$ cat src/rtl/sw_bounce_gen.sv
// sw_bounce_gen: mechanical switch emulator with LFSR-driven contact bounce.
// Turns a clean level request into a reproducible bounce burst, then settles.
module sw_bounce_gen #(
  parameter int          BOUNCE_CYC = 64,
  parameter int          SETTLE_CYC = 32,
  parameter int          SEG_W      = 3,
  parameter logic [15:0] SEED       = 16'hACE1
) (
  input  logic       clk_i,
  input  logic       rst_1,
  input  logic       cmd_i,
  output logic       sw_o,
  output logic       busy_o,
  output logic       done_o,
  output logic [7:0] edge_cnt_o
);

  localparam logic [15:0] SEED_EFF =
    (SEED == 16'h0000) ? 16'hACE1 : SEED;
  localparam int SET_EFF = (SETTLE_CYC < 1) ? 1 : SETTLE_CYC;
  localparam int WIN_W = $clog2(BOUNCE_CYC + 2);
  localparam int SET_W = $clog2(SET_EFF + 2);
  localparam int SEG_CW = SEG_W + 1;
  localparam logic [WIN_W-1:0] WIN_LD = WIN_W'(BOUNCE_CYC);
  localparam logic [SET_W-1:0] SET_LD = SET_W'(SET_EFF);
  localparam logic [15:0] TAPS = 16'hB400;

  typedef enum logic [1:0] {
    IDLE,
    BOUNCE,
    SETTLE
  } state_t;

  state_t              state;
  logic                level;
  logic                target;
  logic [15:0]         lfsr;
  logic [WIN_W-1:0]    win;
  logic [SEG_CW-1:0]   seg;
  logic [SET_W-1:0]    set_cnt;

  logic [15:0]         lfsr_adv;
  logic [SEG_CW-1:0]   seg_ld;
  logic                sw_nxt;
  logic                win_end;
  logic                seg_end;
  logic                req;

  assign lfsr_adv = {1'b0, lfsr[15:1]}
                  ^ (lfsr[0] ? TAPS : 16'h0000);
  assign seg_ld  = {1'b0, lfsr[SEG_W-1:0]} + SEG_CW'(1);
  assign win_end = (win == WIN_W'(1));
  assign seg_end = (seg == SEG_CW'(1));
  assign req     = (cmd_i != level);

  // Window end forces the target level and overrides a segment toggle.
  always_comb begin
    sw_nxt = sw_o;
    unique case (state)
      IDLE: begin
        if (req) begin
          sw_nxt = (BOUNCE_CYC > 0) ? ~sw_o : cmd_i;
        end
      end
      BOUNCE: begin
        if (win_end) begin
          sw_nxt = target;
        end else if (seg_end) begin
          sw_nxt = ~sw_o;
        end
      end
      SETTLE: sw_nxt = target;
      default: sw_nxt = sw_o;
    endcase
  end

  always_ff @(posedge clk_i) begin
    if (rst_1) begin
      state      <= IDLE;
      level      <= 1'b0;
      target     <= 1'b0;
      lfsr       <= SEED_EFF;
      win        <= '0;
      seg        <= '0;
      set_cnt    <= '0;
      sw_o       <= 1'b0;
      busy_o     <= 1'b0;
      done_o     <= 1'b0;
      edge_cnt_o <= 8'd0;
    end else begin
      sw_o   <= sw_nxt;
      done_o <= 1'b0;
      if (state == BOUNCE) begin
        lfsr <= lfsr_adv;
      end
      if ((sw_nxt != sw_o) && (edge_cnt_o != 8'hFF)) begin
        edge_cnt_o <= edge_cnt_o + 8'd1;
      end
      unique case (state)
        IDLE: begin
          if (req) begin
            target     <= cmd_i;
            busy_o     <= 1'b1;
            edge_cnt_o <= 8'd1;
            if (BOUNCE_CYC > 0) begin
              state <= BOUNCE;
              win   <= WIN_LD;
              seg   <= seg_ld;
            end else begin
              state   <= SETTLE;
              set_cnt <= SET_LD;
            end
          end
        end
        BOUNCE: begin
          win <= win - WIN_W'(1);
          if (win_end) begin
            state   <= SETTLE;
            set_cnt <= SET_LD;
          end else if (seg_end) begin
            seg <= seg_ld;
          end else begin
            seg <= seg - SEG_CW'(1);
          end
        end
        SETTLE: begin
          if (set_cnt == SET_W'(1)) begin
            state  <= IDLE;
            level  <= target;
            busy_o <= 1'b0;
            done_o <= 1'b1;
          end else begin
            set_cnt <= set_cnt - SET_W'(1);
          end
        end
        default: state <= IDLE;
      endcase
    end
  end

endmodule

$ cat config.mk
export PLATFORM = sky130hd
export DESIGN_NAME = sw_bounce_gen
export DESIGN_NICKNAME = d
export VERILOG_FILES = /design/src/rtl/sw_bounce_gen.sv
export SDC_FILE = /design/constraint.sdc
export NUM_CORES = 1
export LEC_CHECK = 0
export CORE_MARGIN = 10
export CORE_UTILIZATION = 35
export CTS_BUF_LIST = sky130_fd_sc_hd__clkbuf_4 sky130_fd_sc_hd__clkbuf_8
export DETAILED_ROUTE_END_ITERATION = 8
export PLACE_DENSITY = 0.53
export SYNTH_ARGS = -nofsm -noshare
export SYNTH_HDL_FRONTEND = slang
export SYNTH_SLANG_ARGS = --single-unit
$ cat constraint.sdc
create_clock -name clk_i -period 2.3 [get_ports clk_i]
set_input_delay 0.46 -clock clk_i [delete_from_list [all_inputs] [get_ports clk_i]]
set_output_delay 0.46 -clock clk_i [all_outputs]
set_load 0.03 [all_outputs]
======== Word level (Yosys, flattened, before mapping) ========
Cells that the tools add are included.
word-level totals
  flip-flop bits (word level) ............. 48
  bits of input ports ..................... 3
  output and inout bits ................... 11
  logic and storage cells ................. 70
cells by class
  add/subtract/negate cells ............... 5
  eq/ne operators ......................... 13
  mux-type cells .......................... 25
  bitwise logic cells ..................... 3
  reduce and logical (&&, ||, !) cells .... 13
operators with widths
  cell                                                 number
  two-way mux 8 bit                                    3
  two-way mux 16 bit                                   1
  bitwise XOR 15 x 16 -> 16 bit                        1
  one-hot mux 7 bit (2 select lines)                   1
  two-way mux 4 bit                                    3
  two-way mux 6 bit                                    2
  one-hot mux 6 bit (2 select lines)                   1
  AND reduction 3 bit                                  4
  != test 2 bit, second input constant                 5
  adder 8 x 1 -> 8 bit, second input constant          1
  != test 8 bit, second input constant                 1
  one-hot mux 4 bit (2 select lines)                   1
  equality test 7 x 1 -> 1 bit, second input constant  1
  two-way mux 7 bit                                    1
  subtractor 7 x 1 -> 7 bit, second input constant     1
  equality test 6 x 1 -> 1 bit, second input constant  1
  two-way mux 1 bit                                    6
  two-way mux 2 bit                                    3
  one-hot mux 2 bit (3 select lines)                   1
  AND reduction 2 bit                                  3
  nonzero test 2 bit                                   3
  subtractor 6 x 1 -> 6 bit, second input constant     1
  adder 3 x 1 -> 4 bit, second input constant          1
  equality test 4 x 1 -> 1 bit, second input constant  1
  other kinds (10)                                     12

======== Logic depth before layout (Yosys ltp) ========
  word-level depth ........................ 9
  mapped depth ............................ 9
  gate-level depth less buffers ........... 8

======== Least setup slack after synthesis ========
OpenSTA, ideal clock, no wires.
  path kind ............................... flip-flop to flip-flop
  start ................................... register seg[1]
  end ..................................... register edge_cnt_o[7]
  arrival time ............................ 1982 ps
  data required time ...................... 2185 ps
  path slack .............................. 204 ps
  cell stages (with the launch flop) ...... 10
  path buffers ............................ 1
  clock period less this slack ............ 2096 ps
  cells stage by stage .................... dfxtp_1 -> inv_1 -> ha_1 -> or3b_4 -> a2111o_1 -> o221ai_2 -> a2bb2oi_2 -> clkbuf_8 -> o21a_1 -> o21a_1
on the way
  longest elaborated chain between the ends .. 9
RTL lines
  element                                 line  source
  start, declared                         39    logic [SEG_CW-1:0] seg;
  start signal, assigned                  108   seg <= seg_ld;
  start signal, assigned                  121   seg <= seg_ld;
  start signal, assigned                  123   seg <= seg - SEG_CW'(1);
  equality test 4 x 1 -> 1 bit (*)        53    assign seg_end = (seg == SEG_CW'(1));
  two-way mux 1 bit (*)                   68    end else if (seg_end) begin
  two-way mux 1 bit (*)                   66    if (win_end) begin
  one-hot mux 1 bit (3 select lines) (*)  59    unique case (state)
  != test 1 bit (*)                       96    if ((sw_nxt != sw_o) && (edge_cnt_o != 8'hFF)) begin
  logical AND 1 bit (*)                   96
  two-way mux 8 bit (*)                   96
  two-way mux 8 bit                       101   if (req) begin
  two-way mux 8 bit (*)                   99    unique case (state)
  end signal, assigned                    97    edge_cnt_o <= edge_cnt_o + 8'd1;
  end, declared                           15    output logic [7:0] edge_cnt_o
Mark *: on every way between the ends. The rest lies on a longest branch, timed or not.
A chain may end at the register's enable or synchronous reset.

======== Worst setup path in the final report ========
  start ................................... register seg[1]
  end ..................................... register edge_cnt_o[4]
Same word-level chain as after synthesis.

==> results <==
- The run finished with clean final reports.
- The placement row count is 29.
- For this run, design rule violations remaining after detail routing come to 0.
- The slowest stage of the critical path belongs to the cell or3b_4.
- In this run, placement finished with an instance count of 355.
- The first detailed-routing pass ran for 4 iterations.
- For this run, the share of the core covered by cells in the final layout is 0.4259.
- Derived from the worst setup path, the maximum achievable clock frequency is approximately 0.45 GHz.
- The number of antenna diodes in the final layout is 0.
- Across the run, the number of max-cap violations was 0.
- From synthesis to final layout, the design area changed by 19.46%.
- A synthesized cell averages 8.399 um2.
- STA classifies the critical path startpoint as a flop.
- The final-report hold violation count is 0.
- The first-pass GRT wire length is 7941 um.
- The cell count after synthesis came out at 268.
- For this configuration, the core starts out at a cell density of 0.3565.
- Setup repair after global routing could not meet its margin everywhere.
- The worst slack at placement is -0.03553 ns.
- Dividing the detail-routed wire length by the instance count gives 12.38 um.
- In this design, the stage delay of the slowest critical-path cell is 0.39 ns.
- The tightest slew margin relative to the limit is 0.6462.
- Counting along the longest clock path gives a buffer depth of 2.
- The power per standard cell area is 824.5 mW/mm2.
- The clock-pin slew on the worst setup and hold paths is 0.09 ns.
- The launching element of the worst setup path is seg[1]$_SDFFE_PP0P_.
- The launch instance of the worst register-to-register path is seg[1]$_SDFFE_PP0P_.
- The placeable core region is ~0.0063 mm2.
- In this run the vertical extent of the chip is around 100 um.
- The worst hold path terminates at lfsr[3]$_SDFFE_PP0P_.
- The initial detailed-routing violation count is 61.
- The peak supply drop is between 0.0004 and 0.0005 V.
- The leakage power is 0.9976 nW.
- By count the netlist is led by dfxtp_1 (48), nand2_1 (36), a21oi_1 (30).
- The maximum fanout count along the critical path is 15.
- The worst hold path startpoint is lfsr[4]$_SDFFE_PP0P_.
- The via count of the first global-routing pass is about 1800.
- Data on the critical path arrives at its endpoint at 2.45 ns.
- The finished layout holds 364 standard cells, fillers aside.
- The synthesized net count is about 280.
- The clock drives 48 sinks.
- TritonCTS built the clock tree.
- The cell area after layout is 0.002689 mm2.
- By area the synthesized netlist is led by dfxtp_1 (43%), a21oi_1 (6.7%), nand2_1 (6.0%).
- CTS built an H-tree with a depth of 2.
- The worst clock skew is 0.01008 ns.
- The full die area is roughly 0.01 mm2.
- The width of the die is 100.2 um.
- The wire length after detailed routing is 4507 um.
- Once placement finished, the instance area stood at around 0.0025 mm2.
- The number of antenna violations at the first check in global routing was 0.
- Counting instances, the worst hold path has a depth of 2.
- The most used flip-flop cell after synthesis is dfxtp_1.
- During synthesis, Yosys emitted a total of 0 warnings.
- The most common cell in the synthesized netlist is dfxtp_1.
- The setup slack after layout is 0.08520 ns.
- The placed wire-length estimate after detailed placement is 3186 um.
- The post-route setup TNS is 0 ns.
- The depth of the worst register-to-register path is 9.
- The detail route stage leaves a number of antenna-violating nets equal to 0.
- CTS placed an instance of clkbuf_8 at the clock tree root.
- The setup check on the worst reg-to-reg path leaves a slack of 0.09 ns.
- The max-slew violation count is 0.
- The final period demand of the worst path is 2.215 ns.
- The fraction of registers with async set/reset is 0.
- Yosys mapped the design onto 41 distinct sky130hd cell types.
- STA classifies the critical path endpoint as a flop.
- The sequential share of the synthesized area is 0.4269.
- The synthesized netlist occupies a cell area of around 0.0023 mm2.
- The insertion delay of the later-clocked pin in the worst-skew pair is 0.29 ns.
- The via density per instance is 4.918.
- The maximum number of pins on one net before global-route repair is 22.
- The share of synthesized area in the top cell type comes to 0.4269.
- The slew at the pin closest to its max-slew limit is 0.5287 ns.
- The synthesized design spends more area on one cell type than any other, namely dfxtp_1.
- The overall overflow remaining after global route is 0.
- The number of hold buffers added after CTS was 0.
- The number of top-level design ports is 14.
- The endpoint identified for the worst register-to-register timing path is edge_cnt_o[4]$_SDFF_PP0_.
- After synthesis the netlist holds a flip-flop and latch count of 48.
- The number of nets at the end of the flow is 297.
- Of the cells placed in the final design, the portion with a size suffix greater than 1 is 0.1080.
- Across every metal layer, demand over resource in global routing totals 0.09404.
- Traced cell by cell, the critical path runs through inv_1, ha_2, or3b_4, a2111o_1, o221ai_2, a2bb2oi_2, buf_12, or3_1, a21oi_2.
- The via count is approximately 1800.
- The count of endpoints failing setup in the final report is 0.
- The worst hold path belongs to the class reg2reg.
- Routability-driven placement finished with a final weighted congestion of 0.7264.
- The category of the most critical setup path is reg2reg.
- Buffers placed on the I/O ports in this run total 13.
- For the worst setup path, the data required time is 2.53 ns.
- Of the available clock period, the critical path in the final layout requires 0.9630.
- The number of enable flip-flop cells after synthesis is 0.
- In this run, CTS created clock tree buffers numbering 5.
sequential cells by signal (all words and copies together) (netlist names), 2 cells and up:
register    count
edge_cnt_o      8
lfsr           16
seg             4
set_cnt         6
state           2
win             7
worst max path at each step:
stage	end	slack, ns	depth (start not counted)
floorplan	edge_cnt_o[7]$_SDFF_PP0_	0.20	9
global placement	edge_cnt_o[4]$_SDFF_PP0_	0.01	8
detailed placement	edge_cnt_o[3]$_SDFF_PP0_	-0.04	8
CTS	edge_cnt_o[3]$_SDFF_PP0_	0.02	9
global route	edge_cnt_o[3]$_SDFF_PP0_	0.0002	9
finish	edge_cnt_o[4]$_SDFF_PP0_	0.09	9
per-layer routing:
metal / vias to the layer above / part of all wire / global-route usage
li1: 964 / - / -
met1: 810 / 0.49 / 0.1126
met2: 12 / 0.47 / 0.1602
met3: 4 / 0.030 / 0.02404
met4: 0 / 0.0098 / 0.02935
met5: - / 0 / 0
cell usage in the layout, fill, tap and decap left out, types with 3 or more instances in the layout:
| cell | instances |
|---|---|
| a211o_1 | 4 |
| a211oi_1 | 4 |
| a21oi_1 | 27 |
| a21oi_2 | 4 |
| and3_1 | 3 |
| buf_4 | 10 |
| bufinv_16 | 3 |
| clkbuf_8 | 5 |
| clkdlybuf4s50_1 | 13 |
| dfxtp_1 | 48 |
| ha_1 | 7 |
| inv_1 | 11 |
| nand2_1 | 36 |
| nand2b_1 | 3 |
| nand3_1 | 7 |
| nand3b_1 | 6 |
| nor2_1 | 25 |
| nor2b_1 | 3 |
| nor3_1 | 11 |
| nor4_1 | 3 |
| o21ai_0 | 10 |
| or3_1 | 5 |
| xnor2_1 | 11 |
| xor2_1 | 4 |
critical path, delay by kind of cell, from the launching register on:
kind	cells	cell delay, ns
and+or+nand+nor	2	0.75
AOI/OAI and AO/OA	4	0.67
DFF	1	0.33
buffers and inverters	2	0.23
adders and majority gates	1	0.17
where the power goes:
group          leakage, nW  internal, mW  switching (mW)
sequential           0.393         0.904          0.0715
clock               0.0784         0.543           0.277
combinational        0.526         0.193           0.227
total                0.998          1.64           0.576
what timing repair did:
item                                    4_1_cts  5_1_grt
buffers inserted                              0        1
endpoints found under the setup margin        0        5
endpoints found under the hold margin         0        0
resized for setup                             0        5
metrics by stage:
step | power, mW | hold slack [ns]
after floorplan | 1.289 | 0.4321
after global placement | 1.413 | 0.4408
after detailed placement | 1.415 | 0.4471
after CTS | 2.255 | 0.4502
after global routing | 2.346 | 0.4786
final | 2.217 | 0.4444
logic make-up after synthesis:
kind of cell,after synthesis,synth area share
and+or+nand+nor,114,0.2618
xor gates and xnor gates,15,0.05836
DFF,48,0.4269
AOI/OAI and AO/OA,59,0.1629
buffers and inverters,24,0.04558
adders and majority gates,8,0.04447
final cells by class:
type                       instances  area [um2]
multi-input combinational        196        1206
tap                               77       96.34
fill                             652        3625
clock buffer                       5       68.82
timing repair buffer              24       225.2
sequential                        48       960.9
inverter                          11       41.29
clock inverter                     3       90.09
No activity file was read; power rests on OpenSTA's default activity.
